==> config.mk <==
export PLATFORM = sky130hd
export DESIGN_NAME = uc_multi
export DESIGN_NICKNAME = d
export VERILOG_FILES = /design/src/rtl/uc_pkg.sv /design/src/rtl/uc_decode.sv /design/src/rtl/uc_multi.sv
export SDC_FILE = /design/constraint.sdc
export NUM_CORES = 1
export LEC_CHECK = 0
export CORE_AREA = 2 2 44 46
export CTS_CLUSTER_DIAMETER = 50
export DETAILED_ROUTE_END_ITERATION = 16
export DIE_AREA = 0 0 46 48
export PLACE_DENSITY = 0.75
export SYNTH_ARGS = -nofsm -noshare
export SYNTH_HDL_FRONTEND = slang
export SYNTH_SLANG_ARGS = --single-unit
==> constraint.sdc <==
create_clock -name clk -period 1.7 [get_ports clk]
set_input_delay 0.34 -clock clk [delete_from_list [all_inputs] [get_ports clk]]
set_output_delay 0.34 -clock clk [all_outputs]
set_load 0.005 [all_outputs]
==> src/rtl/uc_pkg.sv <==
// Shared definitions for the multi-cycle controller: state encoding, fault codes,
// opcode constants/masks and ALU operation codes.
package uc_pkg;

  typedef enum logic [1:0] {
    ST_FETCH  = 2'd0,
    ST_DECODE = 2'd1,
    ST_EXEC   = 2'd2,
    ST_HALT   = 2'd3
  } state_t;

  localparam logic [1:0] FAULT_NONE    = 2'b00;
  localparam logic [1:0] FAULT_ILLEGAL = 2'b01;
  localparam logic [1:0] FAULT_TIMEOUT = 2'b10;

  localparam logic [5:0] OP_J   = 6'b000100;
  localparam logic [5:0] OP_JZ  = 6'b000101;
  localparam logic [5:0] OP_JNZ = 6'b000110;

  // ALU ops are 1xxxxx, load-immediate is 0000xx
  localparam logic [5:0] MASK_ALU  = 6'b100000;
  localparam logic [5:0] MATCH_ALU = 6'b100000;
  localparam logic [5:0] MASK_LI   = 6'b111100;
  localparam logic [5:0] MATCH_LI  = 6'b000000;

  localparam logic [2:0] ALU_NOP = 3'b000;

  function automatic logic op_match(input logic [5:0] op,
                                    input logic [5:0] mask,
                                    input logic [5:0] match);
    return (op & mask) == match;
  endfunction

endpackage

==> src/rtl/uc_decode.sv <==
// Combinational opcode decode: legality plus the datapath controls applied in EXEC.
module uc_decode
  import uc_pkg::*;
(
  input  logic [5:0] opcode,
  input  logic       z,
  output logic       legal,
  output logic       s_inc,
  output logic       s_inm,
  output logic       we3,
  output logic       wez,
  output logic [2:0] op_alu
);

  always_comb begin
    legal  = 1'b0;
    s_inc  = 1'b1;
    s_inm  = 1'b0;
    we3    = 1'b0;
    wez    = 1'b0;
    op_alu = ALU_NOP;
    if (op_match(opcode, MASK_ALU, MATCH_ALU)) begin
      legal  = 1'b1;
      we3    = 1'b1;
      wez    = 1'b1;
      op_alu = opcode[4:2];
    end else if (op_match(opcode, MASK_LI, MATCH_LI)) begin
      legal = 1'b1;
      we3   = 1'b1;
      s_inm = 1'b1;
    end else begin
      case (opcode)
        OP_J: begin
          legal = 1'b1;
          s_inc = 1'b0;
        end
        OP_JZ: begin
          legal = 1'b1;
          s_inc = ~z;
        end
        OP_JNZ: begin
          legal = 1'b1;
          s_inc = z;
        end
        default: legal = 1'b0;
      endcase
    end
  end

endmodule

==> src/rtl/uc_multi.sv <==
// Multi-cycle instruction controller: fetch with bounded wait, decode, execute, halt on fault.
// state  | meaning
// FETCH  | request instruction, count wait cycles until mem_ready or timeout
// DECODE | check opcode legality, no enables
// EXEC   | drive datapath controls, update PC, retire
// HALT   | stopped with fault cause held until reset
module uc_multi
  import uc_pkg::*;
#(
  parameter int unsigned MEM_TIMEOUT = 15
) (
  input  logic       clk,
  input  logic       reset,
  input  logic [5:0] opcode,
  input  logic       z,
  input  logic       mem_ready,
  output logic       mem_req,
  output logic       ir_we,
  output logic       pc_we,
  output logic       s_inc,
  output logic       s_inm,
  output logic       we3,
  output logic       wez,
  output logic [2:0] op_alu,
  output logic       retire,
  output logic       halted,
  output logic [1:0] fault
);

  localparam logic [7:0] WAIT_LAST = 8'(MEM_TIMEOUT - 1);

  state_t     state_q, state_d;
  logic [7:0] wait_q, wait_d;
  logic [1:0] fault_q, fault_d;

  logic       dec_legal, dec_s_inc, dec_s_inm, dec_we3, dec_wez;
  logic [2:0] dec_op_alu;

  uc_decode u_decode (
    .opcode (opcode),
    .z      (z),
    .legal  (dec_legal),
    .s_inc  (dec_s_inc),
    .s_inm  (dec_s_inm),
    .we3    (dec_we3),
    .wez    (dec_wez),
    .op_alu (dec_op_alu)
  );

  always_ff @(posedge clk) begin
    if (reset) begin
      state_q <= ST_FETCH;
      wait_q  <= 8'd0;
      fault_q <= FAULT_NONE;
    end else begin
      state_q <= state_d;
      wait_q  <= wait_d;
      fault_q <= fault_d;
    end
  end

  // A ready fetch wins over a timeout landing in the same cycle
  always_comb begin
    state_d = state_q;
    wait_d  = wait_q;
    fault_d = fault_q;
    case (state_q)
      ST_FETCH: begin
        if (mem_ready) begin
          state_d = ST_DECODE;
          wait_d  = 8'd0;
        end else if (wait_q == WAIT_LAST) begin
          state_d = ST_HALT;
          wait_d  = 8'd0;
          fault_d = FAULT_TIMEOUT;
        end else begin
          wait_d = wait_q + 8'd1;
        end
      end
      ST_DECODE: begin
        if (dec_legal) begin
          state_d = ST_EXEC;
        end else begin
          state_d = ST_HALT;
          fault_d = FAULT_ILLEGAL;
        end
      end
      ST_EXEC:  state_d = ST_FETCH;
      ST_HALT:  state_d = ST_HALT;
      default:  state_d = ST_FETCH;
    endcase
  end

  // Outputs are forced to their idle values while reset is held
  always_comb begin
    mem_req = 1'b0;
    ir_we   = 1'b0;
    pc_we   = 1'b0;
    s_inc   = 1'b1;
    s_inm   = 1'b0;
    we3     = 1'b0;
    wez     = 1'b0;
    op_alu  = ALU_NOP;
    retire  = 1'b0;
    halted  = 1'b0;
    fault   = FAULT_NONE;
    if (!reset) begin
      case (state_q)
        ST_FETCH: begin
          mem_req = 1'b1;
          ir_we   = mem_ready;
        end
        ST_EXEC: begin
          pc_we  = 1'b1;
          retire = 1'b1;
          s_inc  = dec_s_inc;
          s_inm  = dec_s_inm;
          we3    = dec_we3;
          wez    = dec_wez;
          op_alu = dec_op_alu;
        end
        ST_HALT: begin
          halted = 1'b1;
          fault  = fault_q;
        end
        default: ;
      endcase
    end
  end

endmodule

==> impl_metrics.csv <==
group,metric,value,unit
outcome,run_status,"complete, no violations",
global_route,antenna_found_initial,0,
clock_network,worst_skew_pair.late_latency,0.29,ns
cells_and_area,top_library_cells_by_usage_in_the_layout_fill_and_taps_aside,"sky130_fd_sc_hd__buf_4, sky130_fd_sc_hd__dfxtp_1, sky130_fd_sc_hd__nand2_1",
detailed_routing,met2WireLength,1.11,mm
placed_design,dpl.hpwl,1.44,mm
sta,fmax,596,MHz
detailed_routing,totalWireLength,2.13,mm
cells_and_area,final_layout_fill_cell_count,143,
detailed_routing,drt-vias-per-instance,5.56,
cells_and_area,nNetsFinal,140,
yosys,yosysWarningCount,0,
floorplan,floorplan.core_area,0.00169,mm^2
floorplan,die_h,48,um
clock_network,clkSinkCount,12,
critical_path,critPathRequiredTime,1.36,ns
sta,final_count_of_hold_timing_violations,0,
detailed_routing,routed.top_layer,"met4",
critical_path,critical_path.cell_chain,"nand2b_4 -> nor2_4 -> buf_6 -> buf_4 -> and3_1 -> buf_2",
floorplan,number_of_core_rows,15,
power_and_ir_drop,finalPower,0.000756,W
global_route,grt_remaining_overflow,0,
critical_path,timing.setup.critical_path_class,"reg2out",
critical_path,worst_setup_end_kind,"output pin",
floorplan,die_area,0.00221,mm^2
cells_and_area,syn2layout_area_growth,56.7,%
detailed_routing,number_of_optimization_iterations_in_the_first_detailed_route_pass,4,
placed_design,globalplace.congestion,0.807,
power_and_ir_drop,p_comb_frac,0.278,
yosys,synth.ff_latch_count,12,
yosys,netlist-cell-type-count,31,
sta,finalSetupViolCount,0,
clock_network,clkTransAtPathRegs,0.08,ns
yosys,mappedNetlistArea,734,um^2
power_and_ir_drop,power_per_cell_area,657,mW/mm^2
cells_and_area,layout_commonest_cell,"sky130_fd_sc_hd__buf_4",
floorplan,floorplan.die.width,46,um
power_and_ir_drop,total_switching_power,0.000213,W
clock_network,hold_buffers,0,
critical_path,worstSetupStartpointType,"flip-flop",
placed_design,post_dp_cell_area,0.00107,mm^2
global_route,grt.total_usage,0.217,
cells_and_area,register_area,243,um^2
yosys,synth-seq-area-share,0.327,
critical_path,wp_data_arrival,1.34,ns
hold_path,min_path_type,"in2reg",
cells_and_area,area_occupied_by_multi_input_gates,497,um^2
power_and_ir_drop,leak,0.506,nW
clock_network,total_clock_buffers_created_by_cts,3,
detailed_routing,m1_wl,832,um
global_route,grt_pass1_wl,3.35,mm
detailed_routing,drtIter0Drc,7,
power_and_ir_drop,power.switching_fraction,0.282,
detailed_routing,route.vias.total,800,
critical_path,cpLargestDelayFamily,"simple AND/OR/NAND/NOR gates",
cells_and_area,post_route_cells_drive_above_1_share,0.339,
sta,timing.final.crit_period,1.68,ns
clock_network,htree_levels,1,
detailed_routing,antenna_left,0,
cells_and_area,design_area,0.00115,mm^2
cells_and_area,antenna_cells_inserted,0,
power_and_ir_drop,power_frac_clock,0.311,
detailed_routing,wl_cell,14.8,um
floorplan,top_level_ports,24,
sta,maxSlewViolCount,0,
power_and_ir_drop,sequentialPowerShare,0.411,
yosys,synthesis.nets,99,
power_and_ir_drop,intPower,0.000543,W
sta,worst_slew_pin_slew,0.365,ns
sta,finClkSkew,0.00513,ns
clock_network,cts_max_path_buffers,2,
sta,grt_setup_unrepaired,"yes",
sta,finalCritPeriodShare,0.988,
sta,timing.slew.headroom,0.755,
critical_path,cp.buffers_inverters,3,
detailed_routing,remaining_drc_errors,0,
placed_design,io_buffers,23,
power_and_ir_drop,max-vdd-ir-drop,0.715,mV
yosys,avgSynthCellArea,8.44,um^2
critical_path,worst-path-max-fanout,7,
flow_run,timing.max_cap.violations,0,
global_route,grt_max_degree,11,
critical_path,cpMaxStageDelayCell,"sky130_fd_sc_hd__dfxtp_2",
floorplan,initial_core_util,0.435,
clock_network,clock-root-buffer,"sky130_fd_sc_hd__clkbuf_4",
yosys,synthCells,87,
critical_path,crit_path_max_incr_delay,0.33,ns
clock_network,tritoncts,"done",
global_route,grt_pass1_vias,794,
detailed_routing,route.met3.wl,152,um
-- sequential cells by signal, summed over array words and instances (netlist names) --
register	flops
fault_q	2
state_q	2
wait_q	8
-- synth_stat cells --
library cell	number	area, um^2
sky130_fd_sc_hd__o221a_2	1	11.3
sky130_fd_sc_hd__clkbuf_1	2	7.51
sky130_fd_sc_hd__or3_4	1	11.3
sky130_fd_sc_hd__nand2b_1	3	18.8
sky130_fd_sc_hd__nor2_1	6	22.5
sky130_fd_sc_hd__nand3_1	2	10.0
sky130_fd_sc_hd__dfxtp_1	12	240
sky130_fd_sc_hd__ha_1	2	25.0
sky130_fd_sc_hd__xnor2_1	2	17.5
sky130_fd_sc_hd__nor4_2	1	12.5
sky130_fd_sc_hd__a31oi_1	4	25.0
sky130_fd_sc_hd__o21bai_1	1	7.51
sky130_fd_sc_hd__nand4_1	4	25.0
sky130_fd_sc_hd__a22o_1	2	17.5
sky130_fd_sc_hd__o32ai_1	1	8.76
sky130_fd_sc_hd__o21a_1	1	7.51
sky130_fd_sc_hd__nor3b_1	1	7.51
sky130_fd_sc_hd__nand2_1	7	26.3
sky130_fd_sc_hd__a21oi_1	5	25.0
sky130_fd_sc_hd__nor2b_1	1	6.26
sky130_fd_sc_hd__and2_1	6	37.5
sky130_fd_sc_hd__nor3_1	2	10.0
sky130_fd_sc_hd__buf_4	1	7.51
sky130_fd_sc_hd__a311oi_1	1	8.76
sky130_fd_sc_hd__and3_1	6	37.5
sky130_fd_sc_hd__a311oi_4	1	26.3
sky130_fd_sc_hd__buf_6	1	11.3
sky130_fd_sc_hd__buf_2	1	5.00
sky130_fd_sc_hd__o21ai_0	4	20.0
sky130_fd_sc_hd__inv_1	2	7.51
sky130_fd_sc_hd__mux2i_1	3	30.0
-- logic make-up after synthesis --
kind of cell               Yosys count  synth area share
AOI/OAI and AO/OA                   21             0.215
xor gates and xnor gates             2            0.0239
adders and majority gates            2            0.0341
buffers and inverters                7            0.0528
DFF                                 12             0.327
muxes                                3            0.0409
and+or+nand+nor                     40             0.307
-- per-stage QoR --
stage / TNS (ns) / setup slack (ns) / instances / utilization / hold WS (ns)
after floorplan: 0 / 0.141 / 87 / - / 0.434
after global placement: -6.45 / -0.465 / 137 / 0.632 / 0.456
after detailed placement: -6.97 / -0.485 / 137 / 0.632 / 0.470
after CTS: -0.00141 / -0.00141 / 142 / 0.668 / 0.484
after global routing: -0.0848 / -0.0476 / 144 / 0.681 / 0.365
final: 0 / 0.0209 / 144 / 0.681 / 0.363
-- timing repair --
item                       in CTS  in global routing
buffers inserted                1                  2
pin swaps                       4                  3
setup endpoints to repair      14                 12
resized for setup              47                 10
-- per-layer routing --
metal / vias up / track usage
li1: 399 / -
met1: 369 / 0.224
met2: 27 / 0.392
met3: 5 / 0.0868
met4: 0 / 0.0857
met5: - / 0
-- power by group through the flow --
stage / clock network (W) / registers (W) / logic [W]
2_1_floorplan: 0 / 0.000309 / 0.0000917
3_3_place_gp: 0 / 0.000312 / 0.000176
3_5_place_dp: 0 / 0.000313 / 0.000181
4_1_cts: 0.000244 / 0.000311 / 0.000194
5_1_grt: 0.000257 / 0.000312 / 0.000228
6_report: 0.000235 / 0.000311 / 0.000210
-- cell type report --
type,instances,share of cell area
multi-input cells,68,0.432
repair buffers,41,0.301
flip-flops and latches,12,0.211
clock buffers,4,0.0315
well taps,17,0.0185
inverters,2,0.00652
-- worst paths after layout --
kind	start	end	slack, ns	depth (start not counted)
hold / removal	reset	fault_q[1]	0.36	2
setup / recovery	state_q[0]	op_alu[1]	0.02	6
setup reg to reg	state_q[1]	wait_q[7]	0.07	6
hold reg to reg	wait_q[7]	wait_q[7]	0.49	1
(Power assumes the default switching activity.)
